### config.mk
export PLATFORM = sky130hd
export DESIGN_NAME = alu_share_arbiter_flat
export DESIGN_NICKNAME = d
export VERILOG_FILES = /design/src/rtl/alu_share_arbiter_if.sv /design/src/rtl/alu_share_arbiter.sv /design/src/flat_wrapper.sv
export SDC_FILE = /design/constraint.sdc
export NUM_CORES = 1
export LEC_CHECK = 0
export BUFFER_PORTS_ARGS = -buffer_cell sky130_fd_sc_hd__buf_2
export CAP_MARGIN = 10
export CELL_PAD_IN_SITES_DETAIL_PLACEMENT = 1
export CELL_PAD_IN_SITES_GLOBAL_PLACEMENT = 1
export CORE_MARGIN = 8
export CORE_UTILIZATION = 26
export DETAILED_ROUTE_END_ITERATION = 7
export GPL_ROUTABILITY_DRIVEN = 0
export PLACE_DENSITY_LB_ADDON = 0.12
export SLEW_MARGIN = 25
export SYNTH_ARGS = -nofsm -noshare
export SYNTH_HDL_FRONTEND = slang
export SYNTH_SLANG_ARGS = --single-unit
### constraint.sdc
create_clock -name clk -period 1.4 [get_ports clk]
set_input_delay 0.14 -clock clk [delete_from_list [all_inputs] [get_ports clk]]
set_output_delay 0.14 -clock clk [all_outputs]
set_load 0.05 [all_outputs]
### src/rtl/alu_share_arbiter_if.sv
// Bundle between the two requesters, the shared ALU and the response consumer.
// The arbiter connects through the slave modport; the environment (requesters,
// ALU core and response sink) connects through the master modport.
`timescale 1ns/1ps
interface alu_share_arbiter_if #(parameter int WIDTH = 32);
   logic             req0_valid, req1_valid;
   logic             req0_ack, req1_ack;
   logic [WIDTH-1:0] req0_rs1, req0_rs2, req0_imm, req0_pc;
   logic [WIDTH-1:0] req1_rs1, req1_rs2, req1_imm, req1_pc;
   logic             req0_srcA_SEL, req0_srcB_SEL, req1_srcA_SEL, req1_srcB_SEL;
   logic [3:0]       req0_SEL_OP, req1_SEL_OP;

   logic [WIDTH-1:0] alu_RS1_data, alu_RS2_data, alu_imm, alu_PC;
   logic             alu_srcA_SEL, alu_srcB_SEL;
   logic [3:0]       alu_SEL_OP;
   logic [WIDTH-1:0] alu_Resultado;
   logic             alu_flagC, alu_flagZ, alu_flagError, alu_flagNegativo;

   logic             rsp_valid, rsp_id;
   logic [WIDTH-1:0] rsp_result;
   logic [3:0]       rsp_flags;
   logic             busy;

   modport slave (
      input  req0_valid, req1_valid,
      output req0_ack, req1_ack,
      input  req0_rs1, req0_rs2, req0_imm, req0_pc,
      input  req1_rs1, req1_rs2, req1_imm, req1_pc,
      input  req0_srcA_SEL, req0_srcB_SEL, req1_srcA_SEL, req1_srcB_SEL,
      input  req0_SEL_OP, req1_SEL_OP,
      output alu_RS1_data, alu_RS2_data, alu_imm, alu_PC,
      output alu_srcA_SEL, alu_srcB_SEL, alu_SEL_OP,
      input  alu_Resultado, alu_flagC, alu_flagZ, alu_flagError, alu_flagNegativo,
      output rsp_valid, rsp_id, rsp_result, rsp_flags, busy
   );

   modport master (
      output req0_valid, req1_valid,
      input  req0_ack, req1_ack,
      output req0_rs1, req0_rs2, req0_imm, req0_pc,
      output req1_rs1, req1_rs2, req1_imm, req1_pc,
      output req0_srcA_SEL, req0_srcB_SEL, req1_srcA_SEL, req1_srcB_SEL,
      output req0_SEL_OP, req1_SEL_OP,
      input  alu_RS1_data, alu_RS2_data, alu_imm, alu_PC,
      input  alu_srcA_SEL, alu_srcB_SEL, alu_SEL_OP,
      output alu_Resultado, alu_flagC, alu_flagZ, alu_flagError, alu_flagNegativo,
      input  rsp_valid, rsp_id, rsp_result, rsp_flags, busy
   );
endinterface

### src/rtl/alu_share_arbiter.sv
// Round-robin sharing of one ALU between two requesters. Each granted
// operation takes three cycles: ack/latch, ALU evaluate, response strobe.
//
//   state | meaning
//   ------+---------------------------------------------------------------
//   IDLE  | waiting for a request; grant and latch operands on the ack edge
//   EXEC  | alu_* registers stable, ALU settles; capture result and flags
//   RESP  | rsp_valid high for this single cycle
`timescale 1ns/1ps
module alu_share_arbiter #(
   parameter int WIDTH = 32
) (
   input  logic               clk,
   input  logic               rst,
   alu_share_arbiter_if.slave bus
);

   typedef enum logic [1:0] {
      IDLE = 2'd0,
      EXEC = 2'd1,
      RESP = 2'd2
   } state_t;

   state_t           state;
   logic             last_grant;
   logic             owner;
   logic             any_valid;
   logic             grant_id;
   logic             grant_en;

   logic [WIDTH-1:0] sel_rs1, sel_rs2, sel_imm, sel_pc;
   logic             sel_src_a, sel_src_b;
   logic [3:0]       sel_op;

   logic [WIDTH-1:0] alu_rs1_q, alu_rs2_q, alu_imm_q, alu_pc_q;
   logic             alu_src_a_q, alu_src_b_q;
   logic [3:0]       alu_op_q;
   logic             rsp_valid_q, rsp_id_q;
   logic [WIDTH-1:0] rsp_result_q;
   logic [3:0]       rsp_flags_q;

   // Pick the winner: a lone requester always wins, on contention the port
   // that did not win last time. Ack is suppressed while reset is asserted.
   always_comb begin
      any_valid = bus.req0_valid | bus.req1_valid;
      grant_id  = (bus.req0_valid & bus.req1_valid) ? ~last_grant : bus.req1_valid;
      grant_en  = ~rst & (state == IDLE) & any_valid;

      sel_rs1   = grant_id ? bus.req1_rs1       : bus.req0_rs1;
      sel_rs2   = grant_id ? bus.req1_rs2       : bus.req0_rs2;
      sel_imm   = grant_id ? bus.req1_imm       : bus.req0_imm;
      sel_pc    = grant_id ? bus.req1_pc        : bus.req0_pc;
      sel_src_a = grant_id ? bus.req1_srcA_SEL  : bus.req0_srcA_SEL;
      sel_src_b = grant_id ? bus.req1_srcB_SEL  : bus.req0_srcB_SEL;
      sel_op    = grant_id ? bus.req1_SEL_OP    : bus.req0_SEL_OP;
   end

   assign bus.req0_ack = grant_en & ~grant_id;
   assign bus.req1_ack = grant_en &  grant_id;

   // Sequencer: operand latch on ack, result capture in EXEC, one-cycle strobe.
   always_ff @(posedge clk) begin
      if (rst) begin
         state        <= IDLE;
         last_grant   <= 1'b1;
         owner        <= 1'b0;
         alu_rs1_q    <= '0;
         alu_rs2_q    <= '0;
         alu_imm_q    <= '0;
         alu_pc_q     <= '0;
         alu_src_a_q  <= 1'b0;
         alu_src_b_q  <= 1'b0;
         alu_op_q     <= 4'h0;
         rsp_valid_q  <= 1'b0;
         rsp_id_q     <= 1'b0;
         rsp_result_q <= '0;
         rsp_flags_q  <= 4'h0;
      end else begin
         case (state)
            IDLE: begin
               if (grant_en) begin
                  alu_rs1_q   <= sel_rs1;
                  alu_rs2_q   <= sel_rs2;
                  alu_imm_q   <= sel_imm;
                  alu_pc_q    <= sel_pc;
                  alu_src_a_q <= sel_src_a;
                  alu_src_b_q <= sel_src_b;
                  alu_op_q    <= sel_op;
                  owner       <= grant_id;
                  last_grant  <= grant_id;
                  state       <= EXEC;
               end
            end
            EXEC: begin
               rsp_result_q <= bus.alu_Resultado;
               rsp_flags_q  <= {bus.alu_flagC, bus.alu_flagZ,
                                bus.alu_flagError, bus.alu_flagNegativo};
               rsp_id_q     <= owner;
               rsp_valid_q  <= 1'b1;
               state        <= RESP;
            end
            RESP: begin
               rsp_valid_q <= 1'b0;
               state       <= IDLE;
            end
            default: begin
               rsp_valid_q <= 1'b0;
               state       <= IDLE;
            end
         endcase
      end
   end

   assign bus.alu_RS1_data = alu_rs1_q;
   assign bus.alu_RS2_data = alu_rs2_q;
   assign bus.alu_imm      = alu_imm_q;
   assign bus.alu_PC       = alu_pc_q;
   assign bus.alu_srcA_SEL = alu_src_a_q;
   assign bus.alu_srcB_SEL = alu_src_b_q;
   assign bus.alu_SEL_OP   = alu_op_q;
   assign bus.rsp_valid    = rsp_valid_q;
   assign bus.rsp_id       = rsp_id_q;
   assign bus.rsp_result   = rsp_result_q;
   assign bus.rsp_flags    = rsp_flags_q;
   assign bus.busy         = (state != IDLE);

endmodule

### src/flat_wrapper.sv
// flat-port wrapper written by rule: the top's interface ports become plain ports
module alu_share_arbiter_flat 
#(
   parameter int WIDTH = 32
)
  (clk, rst, bus_req0_valid, bus_req1_valid, bus_req0_ack, bus_req1_ack, bus_req0_rs1, bus_req0_rs2, bus_req0_imm, bus_req0_pc, bus_req1_rs1, bus_req1_rs2, bus_req1_imm, bus_req1_pc, bus_req0_srcA_SEL, bus_req0_srcB_SEL, bus_req1_srcA_SEL, bus_req1_srcB_SEL, bus_req0_SEL_OP, bus_req1_SEL_OP, bus_alu_RS1_data, bus_alu_RS2_data, bus_alu_imm, bus_alu_PC, bus_alu_srcA_SEL, bus_alu_srcB_SEL, bus_alu_SEL_OP, bus_alu_Resultado, bus_alu_flagC, bus_alu_flagZ, bus_alu_flagError, bus_alu_flagNegativo, bus_rsp_valid, bus_rsp_id, bus_rsp_result, bus_rsp_flags, bus_busy);
  alu_share_arbiter_if #(.WIDTH(WIDTH)) bus_i ();
  input  logic clk;
  input  logic rst;
  input wire logic [$bits(bus_i.req0_valid)-1:0] bus_req0_valid;
  input wire logic [$bits(bus_i.req1_valid)-1:0] bus_req1_valid;
  output wire logic [$bits(bus_i.req0_ack)-1:0] bus_req0_ack;
  output wire logic [$bits(bus_i.req1_ack)-1:0] bus_req1_ack;
  input wire logic [$bits(bus_i.req0_rs1)-1:0] bus_req0_rs1;
  input wire logic [$bits(bus_i.req0_rs2)-1:0] bus_req0_rs2;
  input wire logic [$bits(bus_i.req0_imm)-1:0] bus_req0_imm;
  input wire logic [$bits(bus_i.req0_pc)-1:0] bus_req0_pc;
  input wire logic [$bits(bus_i.req1_rs1)-1:0] bus_req1_rs1;
  input wire logic [$bits(bus_i.req1_rs2)-1:0] bus_req1_rs2;
  input wire logic [$bits(bus_i.req1_imm)-1:0] bus_req1_imm;
  input wire logic [$bits(bus_i.req1_pc)-1:0] bus_req1_pc;
  input wire logic [$bits(bus_i.req0_srcA_SEL)-1:0] bus_req0_srcA_SEL;
  input wire logic [$bits(bus_i.req0_srcB_SEL)-1:0] bus_req0_srcB_SEL;
  input wire logic [$bits(bus_i.req1_srcA_SEL)-1:0] bus_req1_srcA_SEL;
  input wire logic [$bits(bus_i.req1_srcB_SEL)-1:0] bus_req1_srcB_SEL;
  input wire logic [$bits(bus_i.req0_SEL_OP)-1:0] bus_req0_SEL_OP;
  input wire logic [$bits(bus_i.req1_SEL_OP)-1:0] bus_req1_SEL_OP;
  output wire logic [$bits(bus_i.alu_RS1_data)-1:0] bus_alu_RS1_data;
  output wire logic [$bits(bus_i.alu_RS2_data)-1:0] bus_alu_RS2_data;
  output wire logic [$bits(bus_i.alu_imm)-1:0] bus_alu_imm;
  output wire logic [$bits(bus_i.alu_PC)-1:0] bus_alu_PC;
  output wire logic [$bits(bus_i.alu_srcA_SEL)-1:0] bus_alu_srcA_SEL;
  output wire logic [$bits(bus_i.alu_srcB_SEL)-1:0] bus_alu_srcB_SEL;
  output wire logic [$bits(bus_i.alu_SEL_OP)-1:0] bus_alu_SEL_OP;
  input wire logic [$bits(bus_i.alu_Resultado)-1:0] bus_alu_Resultado;
  input wire logic [$bits(bus_i.alu_flagC)-1:0] bus_alu_flagC;
  input wire logic [$bits(bus_i.alu_flagZ)-1:0] bus_alu_flagZ;
  input wire logic [$bits(bus_i.alu_flagError)-1:0] bus_alu_flagError;
  input wire logic [$bits(bus_i.alu_flagNegativo)-1:0] bus_alu_flagNegativo;
  output wire logic [$bits(bus_i.rsp_valid)-1:0] bus_rsp_valid;
  output wire logic [$bits(bus_i.rsp_id)-1:0] bus_rsp_id;
  output wire logic [$bits(bus_i.rsp_result)-1:0] bus_rsp_result;
  output wire logic [$bits(bus_i.rsp_flags)-1:0] bus_rsp_flags;
  output wire logic [$bits(bus_i.busy)-1:0] bus_busy;
  assign bus_i.req0_valid = bus_req0_valid;
  assign bus_i.req1_valid = bus_req1_valid;
  assign bus_req0_ack = bus_i.req0_ack;
  assign bus_req1_ack = bus_i.req1_ack;
  assign bus_i.req0_rs1 = bus_req0_rs1;
  assign bus_i.req0_rs2 = bus_req0_rs2;
  assign bus_i.req0_imm = bus_req0_imm;
  assign bus_i.req0_pc = bus_req0_pc;
  assign bus_i.req1_rs1 = bus_req1_rs1;
  assign bus_i.req1_rs2 = bus_req1_rs2;
  assign bus_i.req1_imm = bus_req1_imm;
  assign bus_i.req1_pc = bus_req1_pc;
  assign bus_i.req0_srcA_SEL = bus_req0_srcA_SEL;
  assign bus_i.req0_srcB_SEL = bus_req0_srcB_SEL;
  assign bus_i.req1_srcA_SEL = bus_req1_srcA_SEL;
  assign bus_i.req1_srcB_SEL = bus_req1_srcB_SEL;
  assign bus_i.req0_SEL_OP = bus_req0_SEL_OP;
  assign bus_i.req1_SEL_OP = bus_req1_SEL_OP;
  assign bus_alu_RS1_data = bus_i.alu_RS1_data;
  assign bus_alu_RS2_data = bus_i.alu_RS2_data;
  assign bus_alu_imm = bus_i.alu_imm;
  assign bus_alu_PC = bus_i.alu_PC;
  assign bus_alu_srcA_SEL = bus_i.alu_srcA_SEL;
  assign bus_alu_srcB_SEL = bus_i.alu_srcB_SEL;
  assign bus_alu_SEL_OP = bus_i.alu_SEL_OP;
  assign bus_i.alu_Resultado = bus_alu_Resultado;
  assign bus_i.alu_flagC = bus_alu_flagC;
  assign bus_i.alu_flagZ = bus_alu_flagZ;
  assign bus_i.alu_flagError = bus_alu_flagError;
  assign bus_i.alu_flagNegativo = bus_alu_flagNegativo;
  assign bus_rsp_valid = bus_i.rsp_valid;
  assign bus_rsp_id = bus_i.rsp_id;
  assign bus_rsp_result = bus_i.rsp_result;
  assign bus_rsp_flags = bus_i.rsp_flags;
  assign bus_busy = bus_i.busy;
  alu_share_arbiter #(.WIDTH(WIDTH)) u_core (.clk(clk), .rst(rst), .bus(bus_i));
endmodule
Word-level counts from Yosys, hierarchy flattened
Cells that the tools add are included.
- eq/ne operators: 2
- mux-type cells: 11
- bitwise logic cells: 9
- reductions and logical operators: 3
- operator list (operator ; count):
    $mux W32 ; 4
    $and A1 B1 Y1 ; 5
    $mux W4 ; 1
    $pmux W2 S2 ; 1
    $mux W1 ; 3
    $not A1 Y1 ; 3
    $eq A2 B1 Y1 const B ; 1
    $logic_not A2 Y1 ; 1
    $mux W2 ; 1
    $ne A2 B1 Y1 const B ; 1
    $pmux W1 S2 ; 1
    $reduce_and A2 Y1 ; 1
    $reduce_bool A2 Y1 ; 1
    $or A1 B1 Y1 ; 1
- flip-flop bits (word level): 176
- input port bits: 308
- word-level logic and storage cells: 39

Longest topological paths before layout
Gate-level depths: netlist (run 1).
- word-level depth: 5
- mapped depth: 6
- mapped depth without buffers: 3

Least setup slack after synthesis (run 1)
Ideal clock, no wire load.
- kind: reg-to-output
- from: reg u_core.state[1]
- to: out bus_req0_ack
- arrival: 2.128 ns
- data required time: 1.260 ns
- path slack: -0.868 ns
- cell stages (with the launch flop): 5
- path buffers: 2
- cells stage by stage: dfxtp_1 > or3b_1 > buf_2 > buf_2 > nor3_1
- longest elaborated chain between the ends: 4
- RTL lines (what ; line ; source):
    start: declaration ; alu_share_arbiter.sv:24 ; state_t state;
    start signal: assignment ; alu_share_arbiter.sv:64 ; state <= IDLE;
    start signal: assignment ; alu_share_arbiter.sv:91 ; state <= EXEC;
    start signal: assignment ; alu_share_arbiter.sv:100 ; state <= RESP;
    $logic_not A2 Y1 ; alu_share_arbiter.sv:47 ; grant_en = ~rst & (state == IDLE) & any_valid;
    $and A1 B1 Y1 (2 in series) ; alu_share_arbiter.sv:47 ;
    $and A1 B1 Y1 ; alu_share_arbiter.sv:58 ; assign bus.req0_ack = grant_en & ~grant_id;
    end: declaration ; flat_wrapper.sv:12 ; output wire logic [$bits(bus_i.req0_ack)-1:0] bus_req0_ack;
Every way passes these cells.

Worst setup path after layout (run 1)
- from: reg u_core.state[1]
- to: reg u_core.alu_pc_q[21] (netlist: u_core.bus.alu_PC[21])
- longest elaborated chain between the ends: 4
- RTL lines (what ; line ; source):
    $logic_not A2 Y1 (*) ; alu_share_arbiter.sv:47, alu_share_arbiter.sv:79 ;
    $and A1 B1 Y1 (2 in series) ; alu_share_arbiter.sv:47 ;
    $reduce_and A2 Y1 (no line) (*) ; -- ;
    end signal: assignment ; alu_share_arbiter.sv:85 ; alu_pc_q <= sel_pc;
    end: declaration ; alu_share_arbiter.sv:35 ; logic [WIDTH-1:0] alu_rs1_q, alu_rs2_q, alu_imm_q, alu_pc_q;
Every way passes the cells marked *; elsewhere a longest branch is shown, timed or not.
A chain may end at the register's enable or synchronous reset.

==> results.md, run 1 <==
* Clk slew on worst S/H paths at 0.08 ns
* First-iteration detailed-routing DRC count at 484
* Post-route design area at 15700 um^2
* Die Area at 35500 um^2
* Starting Density at 0.262
* # rows at 63
* Vias per cell at 5.42
* GRT overflow at 0
* Skew-Pair Late Insertion Delay at 0.44 ns
* CTS tree: built
* Synth Area in Compound Gates at 0.113
* Worst slew pin tran at 0.640 ns
* Net Sw Power at 7.36 mW
* Nature of the critical path endpoint: flip-flop
* Leakage dissipation at 6.09 nW
* Violated checks: negative setup slack
* Clk pwr share at 0.294
* Clock root buffer: clkbuf_16
* Min cycle time layout at 1.83 ns
* Minimum hold slack at 0.00170 ns
* DRC violations left at 0
* Nets at 1822
* Critical path required time at 1.69 ns
* Syn Area/Cell at 7.91 um^2
* Synth unique cells at 20
* First-pass GRT wire length at 70.6 mm
* Sw frac at 0.393
* Crit Path Class: flip-flop to flip-flop
* Post-route core utilization at 0.535
* Crit path launch type: flip-flop
* CORE AREA at 29400 um^2
* Post-route clock period utilization at 1.31
* Post-synthesis mux area share at 0
* H-tree Lvls at 4
* CP max FO at 8
* Final Non-Filler Cells at 1937
* Post-route setup slack at -0.430 ns
* Seq pwr share at 0.313
* Max Fclk at 0.546 GHz
* Share of the synthesized area in the top cell type at 0.457
* Vias in the first global route at 11.4k
* Clock buffer depth at 2
* Placed Area at 11300 um^2
* Largest family of logic cells by synthesized area: simple AND/OR/NAND/NOR gates
* Detail Route Antenna Nets at 0
* # fillers at 3336
* Pin count of the biggest net entering global routing at 79
* Area delta synth->final at 104%
* Skew final at 0.0135 ns
* Die span in y at 188 um
* Post-Syn Instances at 976
* Top Ports at 483
* Num CTS Buffers at 17
* Post-synthesis adder-cell area fraction at 0
* Sequential area share after synthesis at 0.457
* Share of layout cells above drive strength 1 at 0.570
* Total number of vias at 10.5k
* DR pass1 iterations at 7
* Max-cap viol count at 0
* Power Internal at 11.4 mW
* Syn nets at 1284
* Peak supply drop at 750 uV
* CP arrival at 2.12 ns
* Power density cells at 1190 nW/um^2
* Sink Count at 176
* Placed Instances at 1789
* Ranking of synthesized cells by area: dfxtp_1, nor4_1, a21oi_1
* RSZ-0062 raised after global routing: yes
* Area of the mapped netlist at 7720 um^2
* Hpwl dp at 30.0 mm
* Post-Route WL at 48.6 mm
* Initial antenna violation count at 22
* Relative slew slack at 0.573
* Setup violations, final at 138
* Status: complete, but fails checks
* Post-Synth XOR/XNOR Area at 0
* Die W at 188 um
* HP Class: primary input to flip-flop
* Setup TNS at -44.87 ns
* Combinational power share at 0.393
* Simple-Gate Fraction of Synth Area at 0.353
* Number of synthesized register bits at 176
* Final Hold Fails at 0
* Routed len/inst at 25.1 um
* Max-slew violation count at 0
* Yosys top cell by area: dfxtp_1
* Number of port buffers at 482
* Total global-route track usage at 0.254
* Ys Warns at 0
[cell usage after synthesis]
master,n
a211o_1,1
or2_1,1
or2_2,1
nor2_2,1
inv_1,1
buf_6,5
nand2_1,76
or3b_1,2
dfxtp_1,176
and2_1,1
buf_4,5
clkbuf_1,68
nor2_1,5
nor4_1,268
buf_2,37
nor3_1,136
nand2b_1,1
a21oi_1,172
buf_1,17
nor2b_1,2
[cells by family after synthesis]
group | count (synthesis)
DFF | 176
and+or+nand+nor | 494
buffers and inverters | 133
AOI/OAI and AO/OA | 173
[worst paths after layout]
check,depth (start not counted),startpoint,slack [ns],endpoint
max,8,u_core.state[1],-0.43,u_core.bus.alu_PC[21]
min,3,bus_req1_rs1[12],0.002,u_core.bus.alu_RS1_data[12]
min reg2reg,2,u_core.bus.rsp_result[28],0.45,u_core.bus.rsp_result[28]
max reg2reg,8,u_core.state[1],-0.43,u_core.bus.alu_PC[21]
[power groups by stage]
stage / Combinational, mW / Clock, mW / Sequential [mW]
floorplan: 1.66 / 0 / 7.78
global placement: 5.54 / 0 / 5.93
detailed placement: 5.55 / 0 / 5.95
CTS: 6.88 / 5.56 / 5.84
global route: 7.71 / 5.81 / 5.93
finish: 7.36 / 5.49 / 5.87
[layer usage]
layer  wire length [um]  global-route usage  vias up  part of all wire
met5                 83                   0        -            0.0017
li1                   -                   -     4831                 -
met1              18300               0.283     5087              0.38
met3               4150              0.0860      106             0.085
met4               1860               0.118       12             0.038
met2              24200               0.431      459              0.50
[state kept, by name, indices dropped and copies added, names as in the netlist, 2 cells and up]
signal	flops
u_core.bus.alu_PC	32
u_core.bus.alu_RS1_data	32
u_core.bus.alu_RS2_data	32
u_core.bus.alu_imm	32
u_core.bus.rsp_result	32
u_core.bus.alu_SEL_OP	4
u_core.bus.rsp_flags	4
u_core.state	2
[cell usage in the layout (no fill, tap or decap), types with 2 or more instances in the layout]
cell / instances
buf_6: 17
nor4_2: 31
or3b_4: 2
bufinv_16: 4
nor2_1: 4
clkbuf_16: 26
buf_16: 20
clkbuf_8: 3
nor4_4: 123
a21oi_2: 15
nor2_4: 2
nor3_4: 2
a21oi_1: 157
buf_8: 4
inv_6: 6
buf_4: 37
or2_4: 2
dfxtp_1: 174
nand2_1: 73
nand2_2: 3
buf_12: 48
nor3_1: 95
dfxtp_2: 2
buf_2: 478
nor2b_4: 2
nor4_1: 114
clkinv_4: 2
nor3_2: 39
dlygate4sd3_1: 38
diode_2: 20
[final cells by class]
cell class	instances	area (um^2)	share of cell area
inverter	1	3.75	0.000239
multi-input combinational	667	5960	0.379
timing repair buffer	651	5040	0.320
sequential	176	3530	0.224
antenna	20	50.0	0.00318
clock inverter	12	190	0.0121
tap	390	488	0.0310
clock buffer	20	467	0.0297
[what timing repair did]
item | CTS | global route
buffers inserted | 18 | 15
hold endpoints to repair | 38 | 0
hold buffers | 38 | 0
gates resized for setup | 280 | 115
endpoints found under the setup margin | 137 | 140
cloned | 22 | 10
pin swaps | 24 | 37
[through the flow]
stage | setup slack, ns | total power [mW]
detailed placement | -0.218 | 11.5
finish | -0.430 | 18.7
CTS | -0.458 | 18.3
global placement | -0.162 | 11.5
global route | -0.531 | 19.4
floorplan | -0.234 | 9.43
[worst max-delay path, stage by stage, from the launching register on]
cell,delay (ns)
dfxtp_2,0.33
or3b_4,0.42
buf_6,0.15
buf_12,0.14
buf_6,0.11
buf_6,0.11
buf_16,0.14
nor4_4,0.20
nor4_1,0.08
Note: power is estimated with default switching activity, not from simulation.
==> inputs of run 2 (changes only) <==
--- a/config.mk
+++ b/config.mk
@@ -7,11 +7,9 @@
 export LEC_CHECK = 0
 export BUFFER_PORTS_ARGS = -buffer_cell sky130_fd_sc_hd__buf_2
 export CAP_MARGIN = 10
-export CELL_PAD_IN_SITES_DETAIL_PLACEMENT = 1
-export CELL_PAD_IN_SITES_GLOBAL_PLACEMENT = 1
-export CORE_MARGIN = 8
-export CORE_UTILIZATION = 26
+export CORE_AREA = 8 8 183 185
 export DETAILED_ROUTE_END_ITERATION = 7
+export DIE_AREA = 0 0 191 193
 export GPL_ROUTABILITY_DRIVEN = 0
 export PLACE_DENSITY_LB_ADDON = 0.12
 export SLEW_MARGIN = 25
==> run 2 against run 1 <==
The run still ends with negative setup slack left; critical path depth decreased by 4; register-to-register slack gained 0.04 ns; worst setup slack improved by 0.038 ns; sequential share of layout area rose by 0.38 points; clock skew is 0.0031 ns higher; routed wire length fell by 12%; total power is 1.9% lower; final cell count down 0.46%; utilization is 3.3 points lower; largest cell class unchanged.
==> results.md, run 2 (synthesis gave the netlist of run 1 again) <==
* CP max FO at 3 (-5)
* Crit path launch type: flip-flop
* Post-route setup slack at -0.392 ns (+0.0380 ns)
* Net Sw Power at 7.15 mW (-2.8%)
* Relative slew slack at 0.719 (+0.146)
* # rows at 65 (+3.2%)
* Sequential cell area at 3530 um^2 (unchanged)
* Nets at 1815 (-0.38%)
* Power Internal at 11.2 mW (-1.3%)
* HP Class: primary input to flip-flop
* Total global-route track usage at 0.215 (-0.0394)
* Max-cap viol count at 0 (unchanged)
* Clk pwr share at 0.299 (+0.005)
* Pin count of the biggest net entering global routing at 51 (-35%)
* Num CTS Buffers at 17 (unchanged)
* # fillers at 2893 (-13%)
* Cell family with most CP delay: simple AND/OR/NAND/NOR gates
* Skew final at 0.0166 ns (+0.00307 ns)
* H-tree Lvls at 4 (unchanged)
* Clock root buffer: clkbuf_16
* Number of port buffers at 482 (unchanged)
* Clock buffer depth at 2 (unchanged)
* DRC violations left at 0 (unchanged)
* Total number of vias at 10.2k (-3.2%)
* PnR Total Power at 18.4 mW (-1.9%)
* Starting Density at 0.250 (-0.0121)
* Peak supply drop at 789 uV (+5.2%)
* Power density cells at 1190 nW/um^2 (-0.23%)
* Placed Area at 11200 um^2 (-0.13%)
* First-pass GRT wire length at 62.0 mm (-12%)
* Final Non-Filler Cells at 1928 (-0.46%)
* First-iteration detailed-routing DRC count at 416 (-14%)
* DR pass1 iterations at 4 (-3)
* Placed Instances at 1802 (+0.73%)
* HP Start: bus_req1_pc[5]
* GRT overflow at 0 (unchanged)
* Worst slew pin tran at 0.421 ns (-0.219 ns)
* Die Area at 36900 um^2 (+4.0%)
* Setup violations, final at 139 (+0.72%)
* Commonest non-fill, non-tap cells in the layout: buf_2, dfxtp_1, a21oi_1
* Slowest cell on the critical path: or3b_4
* Max Fclk at 0.558 GHz (+2.1%)
* Clk slew on worst S/H paths at 0.07 ns (about the same)
* Critical path origin: u_core.state[1]
* Combinational power share at 0.382 (-0.011)
* Post-route design area at 15500 um^2 (-1.7%)
* Sw frac at 0.390 (-0.00370)
* Vias per cell at 5.27 (-2.7%)
* Initial antenna violation count at 12 (-45%)
* CP max stage delay at 0.42 ns (about the same)
* Seq pwr share at 0.319 (+0.006)
* Min cycle time layout at 1.79 ns (-0.0380 ns)
* Skew-Pair Late Insertion Delay at 0.44 ns (about the same)
* Top Ports at 483 (unchanged)
* CP Cell Sequence: or3b_4, buf_12, nor3_4, buf_6
* Sink Count at 176 (unchanged)
* Worst path buffer plus inverter count at 2 (-3)
* Status: complete, but fails checks
* RSZ-0062 raised after global routing: yes
* CTS tree: built
* Die W at 191 um (+1.4%)
* CP arrival at 1.65 ns (-0.47 ns)
* R2r startpoint: u_core.state[1]
* Commonest non-fill, non-tap cell in the layout: buf_2
* Share of layout cells above drive strength 1 at 0.567 (-0.00292)
* Leakage dissipation at 5.96 nW (-2.1%)
* Area delta synth->final at 100%
* Crit Path Class: flip-flop to primary output
* Detail Route Antenna Nets at 0 (unchanged)
* CORE AREA at 30800 um^2 (+4.8%)
* Post-route clock period utilization at 1.28 (-0.0271)
* Routed len/inst at 22.1 um (-12%)
* Final Hold Fails at 0 (unchanged)
* Area of the multi-input gates at 5990 um^2 (+0.52%)
* Critical path required time at 1.26 ns (-0.43 ns)
* Post-Route WL at 42.6 mm (-12%)
* Violated checks: negative setup slack
* Nature of the critical path endpoint: primary output
* Max-slew violation count at 0 (unchanged)
* Hpwl dp at 27.6 mm (-8.0%)
* Die span in y at 193 um (+2.5%)
* Vias in the first global route at 10.4k (-8.9%)
## run 2: cell count changes in the layout (fill, tap and decap cells not counted), moves of 5 or more
cell       change
a21oi_1       +12
a21oi_2       -12
buf_16        -10
clkbuf_16      -5
diode_2       -13
nor3_1        -15
nor3_2        +15
## run 2: worst reg2reg max path: stages, from the launching register on
cell and delay (ns):
dfxtp_2 0.33, or3b_4 0.42, buf_8 0.16, buf_12 0.12
buf_12 0.15, buf_12 0.18, nor4_4 0.27, nor4_2 0.05
## run 2: repair_timing
action                     CTS  global route
pin swaps                   65            52
cloned                      14             4
hold endpoints to repair    40             1
gates resized for setup    257           138
setup endpoints to repair  137           139
hold buffers                40             1
buffers inserted            20            22
## run 2: area by class of cell
type	instances	area share
inverters	1	0.000405
clock inverters	14	0.0146
flip-flops and latches	176	0.228
clock buffers	17	0.0275
repair buffers	644	0.308
well taps	402	0.0325
multi-input cells	667	0.388
diodes	7	0.00113
## run 2: worst paths after layout
check / end / slack [ns] / cells after the start
hold reg to reg: u_core.bus.rsp_result[30] / 0.45 / 2
setup / recovery: bus_req0_ack / -0.39 / 4
setup reg to reg: u_core.bus.alu_SEL_OP[2] / -0.39 / 7
hold / removal: u_core.bus.alu_PC[5] / 0.01 / 3
## run 2: power groups by stage
| stage | logic, mW | registers, mW | clock network [mW] |
|---|---|---|---|
| global route | 7.37 | 5.91 | 5.84 |
| global placement | 5.48 | 5.95 | 0 |
| finish | 7.01 | 5.85 | 5.49 |
| floorplan | 1.66 | 7.78 | 0 |
| detailed placement | 5.49 | 5.95 | 0 |
| CTS | 6.62 | 5.85 | 5.62 |
## run 2: through the flow
step                 util  setup slack [ns]  hold WS, ns  setup TNS (ns)
floorplan               -            -0.234        0.276           -5.65
global placement    0.365            -0.178        0.380          -13.00
detailed placement  0.365            -0.185        0.385          -15.41
CTS                 0.472            -0.411     0.000777          -32.47
global route        0.501            -0.452       0.0120          -40.46
finish              0.502            -0.392      0.00974          -33.98
## run 2: layer usage
layer	vias up	GRT usage	wire (um)
li1	4782	-	-
met1	4906	0.246	16400
met2	393	0.364	21400
met3	71	0.0732	3610
met4	10	0.0832	1150
met5	-	0	66
